**config.mk**
```make
export PLATFORM = sky130hd
export DESIGN_NAME = adder_tree_folded_seq
export DESIGN_NICKNAME = d
export VERILOG_FILES = /design/src/rtl/adder_tree_pkg.sv /design/src/rtl/adder_tree_branch.sv /design/src/rtl/adder_tree_folded_seq.sv
export SDC_FILE = /design/constraint.sdc
export NUM_CORES = 1
export LEC_CHECK = 0
export BUFFER_PORTS_ARGS = -buffer_cell sky130_fd_sc_hd__buf_2
export CORE_AREA = 2 2 126 153
export CTS_CLUSTER_DIAMETER = 60
export DETAILED_ROUTE_END_ITERATION = 7
export DIE_AREA = 0 0 128 155
export PLACE_DENSITY = 0.83
export SETUP_SLACK_MARGIN = 0.4
export SYNTH_ARGS = -nofsm -noshare
export SYNTH_HDL_FRONTEND = slang
export SYNTH_HIERARCHICAL = 1
export SYNTH_SLANG_ARGS = --single-unit
```
**constraint.sdc**
```tcl
create_clock -name clk -period 4.2 [get_ports clk]
set_input_delay 0.21 -clock clk [delete_from_list [all_inputs] [get_ports clk]]
set_output_delay 0.21 -clock clk [all_outputs]
set_load 0.005 [all_outputs]
```
**src/rtl/adder_tree_pkg.sv**
```systemverilog
// adder_tree_pkg: shared FSM state type and width helpers for the folded adder tree
package adder_tree_pkg;
    typedef enum logic [1:0] {LOAD, REDUCE, DONE} state_t;
    function automatic int clog2(input int n);
        int r;
        r = 0;
        while ((1 << r) < n) r++;
        return r;
    endfunction
    function automatic int sum_width(input int w, input int n);
        return w + clog2(n);
    endfunction
endpackage

```
**src/rtl/adder_tree_branch.sv**
```systemverilog
// adder_tree_branch: two-input unsigned adder whose output is one bit wider than its inputs
module adder_tree_branch #(
    parameter int ADDER_WIDTH = 20,
    parameter int EXTRA_BITS  = 0
) (
    input  logic [ADDER_WIDTH+EXTRA_BITS-1:0] i_a,
    input  logic [ADDER_WIDTH+EXTRA_BITS-1:0] i_b,
    output logic [ADDER_WIDTH+EXTRA_BITS:0]   o_sum
);
    assign o_sum = {1'b0, i_a} + {1'b0, i_b};
endmodule

```
**src/rtl/adder_tree_folded_seq.sv**
```systemverilog
// adder_tree_folded_seq: loads a batch of operands, then reduces it in place
// level by level through one shared adder and presents the total on valid/ready.
module adder_tree_folded_seq
    import adder_tree_pkg::*;
#(
    parameter int ADDER_WIDTH  = 20,
    parameter int NUM_OPERANDS = 8
) (
    input  logic                                                  clk,
    input  logic                                                  rst_n,
    input  logic                                                  in_valid,
    output logic                                                  in_ready,
    input  logic [ADDER_WIDTH-1:0]                                in_data,
    output logic                                                  out_valid,
    input  logic                                                  out_ready,
    output logic [sum_width(ADDER_WIDTH, NUM_OPERANDS)-1:0]       out_sum,
    output logic                                                  busy
);
    localparam int LOG2N = clog2(NUM_OPERANDS);
    localparam int SW    = sum_width(ADDER_WIDTH, NUM_OPERANDS);

    state_t           r_state, w_next;
    logic [LOG2N-1:0] r_cnt, r_p, r_level;
    logic [LOG2N-1:0] w_last_p, w_ia, w_ib;
    logic [SW-1:0]    r_buf [NUM_OPERANDS];
    logic [SW-1:0]    w_sum;
    logic             w_accept, w_last_beat, w_pair_end, w_last_level;

    assign w_accept     = (r_state == LOAD) && in_valid;
    assign w_last_beat  = r_cnt == LOG2N'(NUM_OPERANDS - 1);
    assign w_last_p     = LOG2N'((NUM_OPERANDS >> (r_level + 1)) - 1);
    assign w_last_level = r_level == LOG2N'(LOG2N - 1);
    assign w_pair_end   = (r_state == REDUCE) && (r_p == w_last_p);
    // Pair p reads entries 2p and 2p+1 and writes back to p, which is never above 2p.
    assign w_ia         = r_p << 1;
    assign w_ib         = w_ia | LOG2N'(1);

    adder_tree_branch #(
        .ADDER_WIDTH(ADDER_WIDTH),
        .EXTRA_BITS (LOG2N - 1)
    ) u_add (
        .i_a  (r_buf[w_ia][SW-2:0]),
        .i_b  (r_buf[w_ib][SW-2:0]),
        .o_sum(w_sum)
    );

    always_ff @(posedge clk or negedge rst_n) begin
        if (!rst_n) r_state <= LOAD;
        else        r_state <= w_next;
    end

    always_comb begin
        w_next    = r_state;
        w_next    = (w_accept && w_last_beat)               ? REDUCE :
                    (w_pair_end && w_last_level)            ? DONE   :
                    ((r_state == DONE) && out_ready)        ? LOAD   : r_state;
        in_ready  = r_state == LOAD;
        out_valid = r_state == DONE;
        busy      = r_state != LOAD;
        out_sum   = (r_state == DONE) ? r_buf[0] : '0;
    end

    always_ff @(posedge clk or negedge rst_n) begin
        if (!rst_n) begin
            r_cnt   <= '0;
            r_p     <= '0;
            r_level <= '0;
            for (int i = 0; i < NUM_OPERANDS; i++) r_buf[i] <= '0;
        end else if (w_accept) begin
            r_buf[r_cnt] <= SW'(in_data);
            r_cnt        <= r_cnt + LOG2N'(1);
            r_p          <= '0;
            r_level      <= '0;
        end else if (r_state == REDUCE) begin
            r_buf[r_p] <= w_sum;
            r_p        <= w_pair_end ? '0 : r_p + LOG2N'(1);
            r_level    <= r_level + LOG2N'(w_pair_end);
        end else if ((r_state == DONE) && out_ready) begin
            r_cnt <= '0;
        end
    end
endmodule

```
==> metrics.cfg <==
[worst_setup_path]
path_cells = buf_4 -> buf_4 -> mux4_2 -> ha_1 -> o211ai_1 -> o21a_2 -> a211oi_1 -> o311ai_1 -> a21oi_1 -> xor2_1 -> nand2_1 -> o221ai_1 -> o21a_1
cp.required_ps = 4570
critPathTopFamily = compound AO/OA/AOI/OAI gates
crit_fanout = 6
cpPeakStageDelay_ps = 510
worst-endpoint-arrival_ps = 4220
crit_buf_inv = 2
worstSetupPathType = register to register
crit_top_cell = buf_4
start_kind = register
crit_slowest_cell = mux4_2
crit_path_end_kind = register

[placement]
pre_cts_ws_ps = 313
dp_hpwl_um = 20800
routabilityCongestion = 0.909
dp.cells = 1289
io_buffer_count = 49

[detailed_routing]
wl_per_cell_um = 25.7
dr.pass1.iters = 6
vias = 9972
drtIter0Drc = 1101
drc = 0
vias_per_cell = 7.46
ant_nets = 0
wl_um = 34400

[sta]
max_slew_margin_pct = 29.4
max_slew.worst_pin.slew_ps = 1060
fin_crit_sh_pct = 91.6
hold_viol = 0
fin_ws_ps = 354
setup_violations = 0
drv_slew = 0
fin_skew_ps = 10.5
fmax_ghz = 0.260
layout_min_cycle_time_ps = 3850
rsz0062_at_grt = true
final.setup.tns_ps = 0

[floorplanning]
rows = 55
die_h_um = 155
fp.dieW_um = 128
io_pins = 50
core_area_um2 = 18400
start_util_pct = 61.6
dieArea_um2 = 19800

[logic_synthesis]
syn_nets = 1136
synth-async-reset-ratio_pct = 100
synthFlopType = dfrtp_1
syn_inst = 1083
synth.cell_area_um2 = 11400
yosysUniqueCellTypes = 65
avgSynthCellArea_um2 = 10.5
synth-edff-count = 0
ys_seq_elements = 188
synth-seq-area-share_pct = 41.4
yosys_warnings = 6

[pwr]
p_per_area_nw_per_um2 = 999
peakVddDrop_v = 0.000504
p_total_mw = 12.6
p_leak_nw = 4.94

[global_route]
grt_use_total_pct = 34.7
grt_pass1_vias = 9896
antenna_found_initial = 0
grt_max_degree = 122
grt_pass1_wl_um = 53000
overflow = 0

[clock_network]
numCtsBuffers = 17
cts_buffer_depth = 2
cts-root-buf = clkbuf_16
clock_latency_ps = 440
cts_tree = done
h-tree-depth = 4
cts_num_sinks = 188
path_clk_slew_ps = 70

[run_status]
status = complete, no violations

[final_layout]
syn_to_final_growth_pct = 11.2
instances_no_fill = 1337
antennaDiodeCount = 0
fin_nets = 1150
fillCellCount = 1323
drive_gt1_share_pct = 21.3

[run]
maxCapViolations = 0

[hold_path]
hold_path.class = input port to register

## layer usage
| layer | vias up | global-route usage [%] | routed length (µm) |
|---|---|---|---|
| li1 | 4212 | - | - |
| met4 | 0 | 18.9 | 1810 |
| met3 | 164 | 6.50 | 2780 |
| met5 | - | 0 | 0 |
| met1 | 4942 | 43.7 | 12700 |
| met2 | 654 | 56.8 | 17100 |
## placed cells by master, fill, tap and decap left out, drive strengths merged, types with 28 or more instances in the layout
cell type and count:
o21a 103, buf 95, o22a 60, a21oi 28
nand2b 31, o221ai 100, nand2 138, mux4 44
dfrtp 188, o21ai 72, ha 28
## logic make-up (layout without fill, tap and decap cells)
family	count (synthesis)	in the layout	synth area share, %
AO/OA/AOI/OAI	417	417	27.9
flip-flops	188	188	41.4
AND/OR/NAND/NOR	270	270	11.8
XOR/XNOR	18	18	1.39
multiplexers	53	53	9.60
adder cells (fa/ha/maj)	29	29	3.26
buffers and inverters	108	134	4.63
## cells in the mapped netlist (all sizes together), types with 22 or more instances
cell type	count	area (µm²)
ha	28	350
nor2	22	82.6
o21a	103	773
buf	53	320
mux4	44	991
dfrtp	188	4700
nand2b	31	194
clkbuf	49	184
a21oi	28	144
o221ai	100	876
and2	23	144
o21ai	72	360
nand2	138	536
o22a	60	526
## worst min-delay path, stage by stage
cell,delay [ps]
buf_2,100
nand2b_1,70
a22o_1,130
## flip-flops by register name, summed over array words and instances, names as in the netlist
name and cells:
r_buf 177, r_state 2, r_cnt 3, r_p 3
r_level 3
## final cells by class
class	instances	area, µm²	share of cell area, %
tap	228	285	2.26
timing repair buffer	97	733	5.80
multi-input combinational	787	6330	50.1
clock inverter	12	111	0.880
clock buffer	19	453	3.58
sequential	188	4710	37.2
inverter	6	22.5	0.178
## where the power goes
part           total (mW)  leakage, nW  internal [mW]  switching, mW
Sequential           3.15         2.35           2.56          0.590
Clock                1.59        0.272          0.850          0.740
Combinational        7.90         2.31           3.18           4.72
Total                12.6         4.94           6.59           6.05
## timing repair
| action | in CTS | in global routing |
|---|---|---|
| buffers inserted | 3 | 13 |
| endpoints found under the setup margin | 10 | 66 |
| resized for setup | 0 | 40 |
| pin swaps | 0 | 13 |
| endpoints found under the hold margin | 53 | 0 |
| hold buffers | 1 | 0 |
## path summary, 6_finish.rpt
| path | startpoint | end | slack (ps) | cells after the start |
|---|---|---|---|---|
| worst max-delay path | r_p[0] | r_buf[84] | 350 | 13 |
| worst min-delay path | out_ready | r_state[1] | 110 | 3 |
| worst max register to register | r_p[0] | r_buf[84] | 350 | 13 |
| worst min register to register | r_buf[104] | r_buf[104] | 480 | 2 |
| max in group asynchronous | rst_n | r_buf[56] | 2810 | 3 |
| min in group asynchronous | rst_n | r_level[1] | 450 | 2 |
## through the flow
stage	utilization, %	hold slack, ps	instance area (µm²)
after floorplan	-	-85.6	11400
after global placement	63.9	428	11800
after detailed placement	63.9	442	11800
after CTS	67.2	105	12400
after global routing	68.6	121	12600
final	68.6	106	12600
No activity file was read; power rests on OpenSTA's default activity.
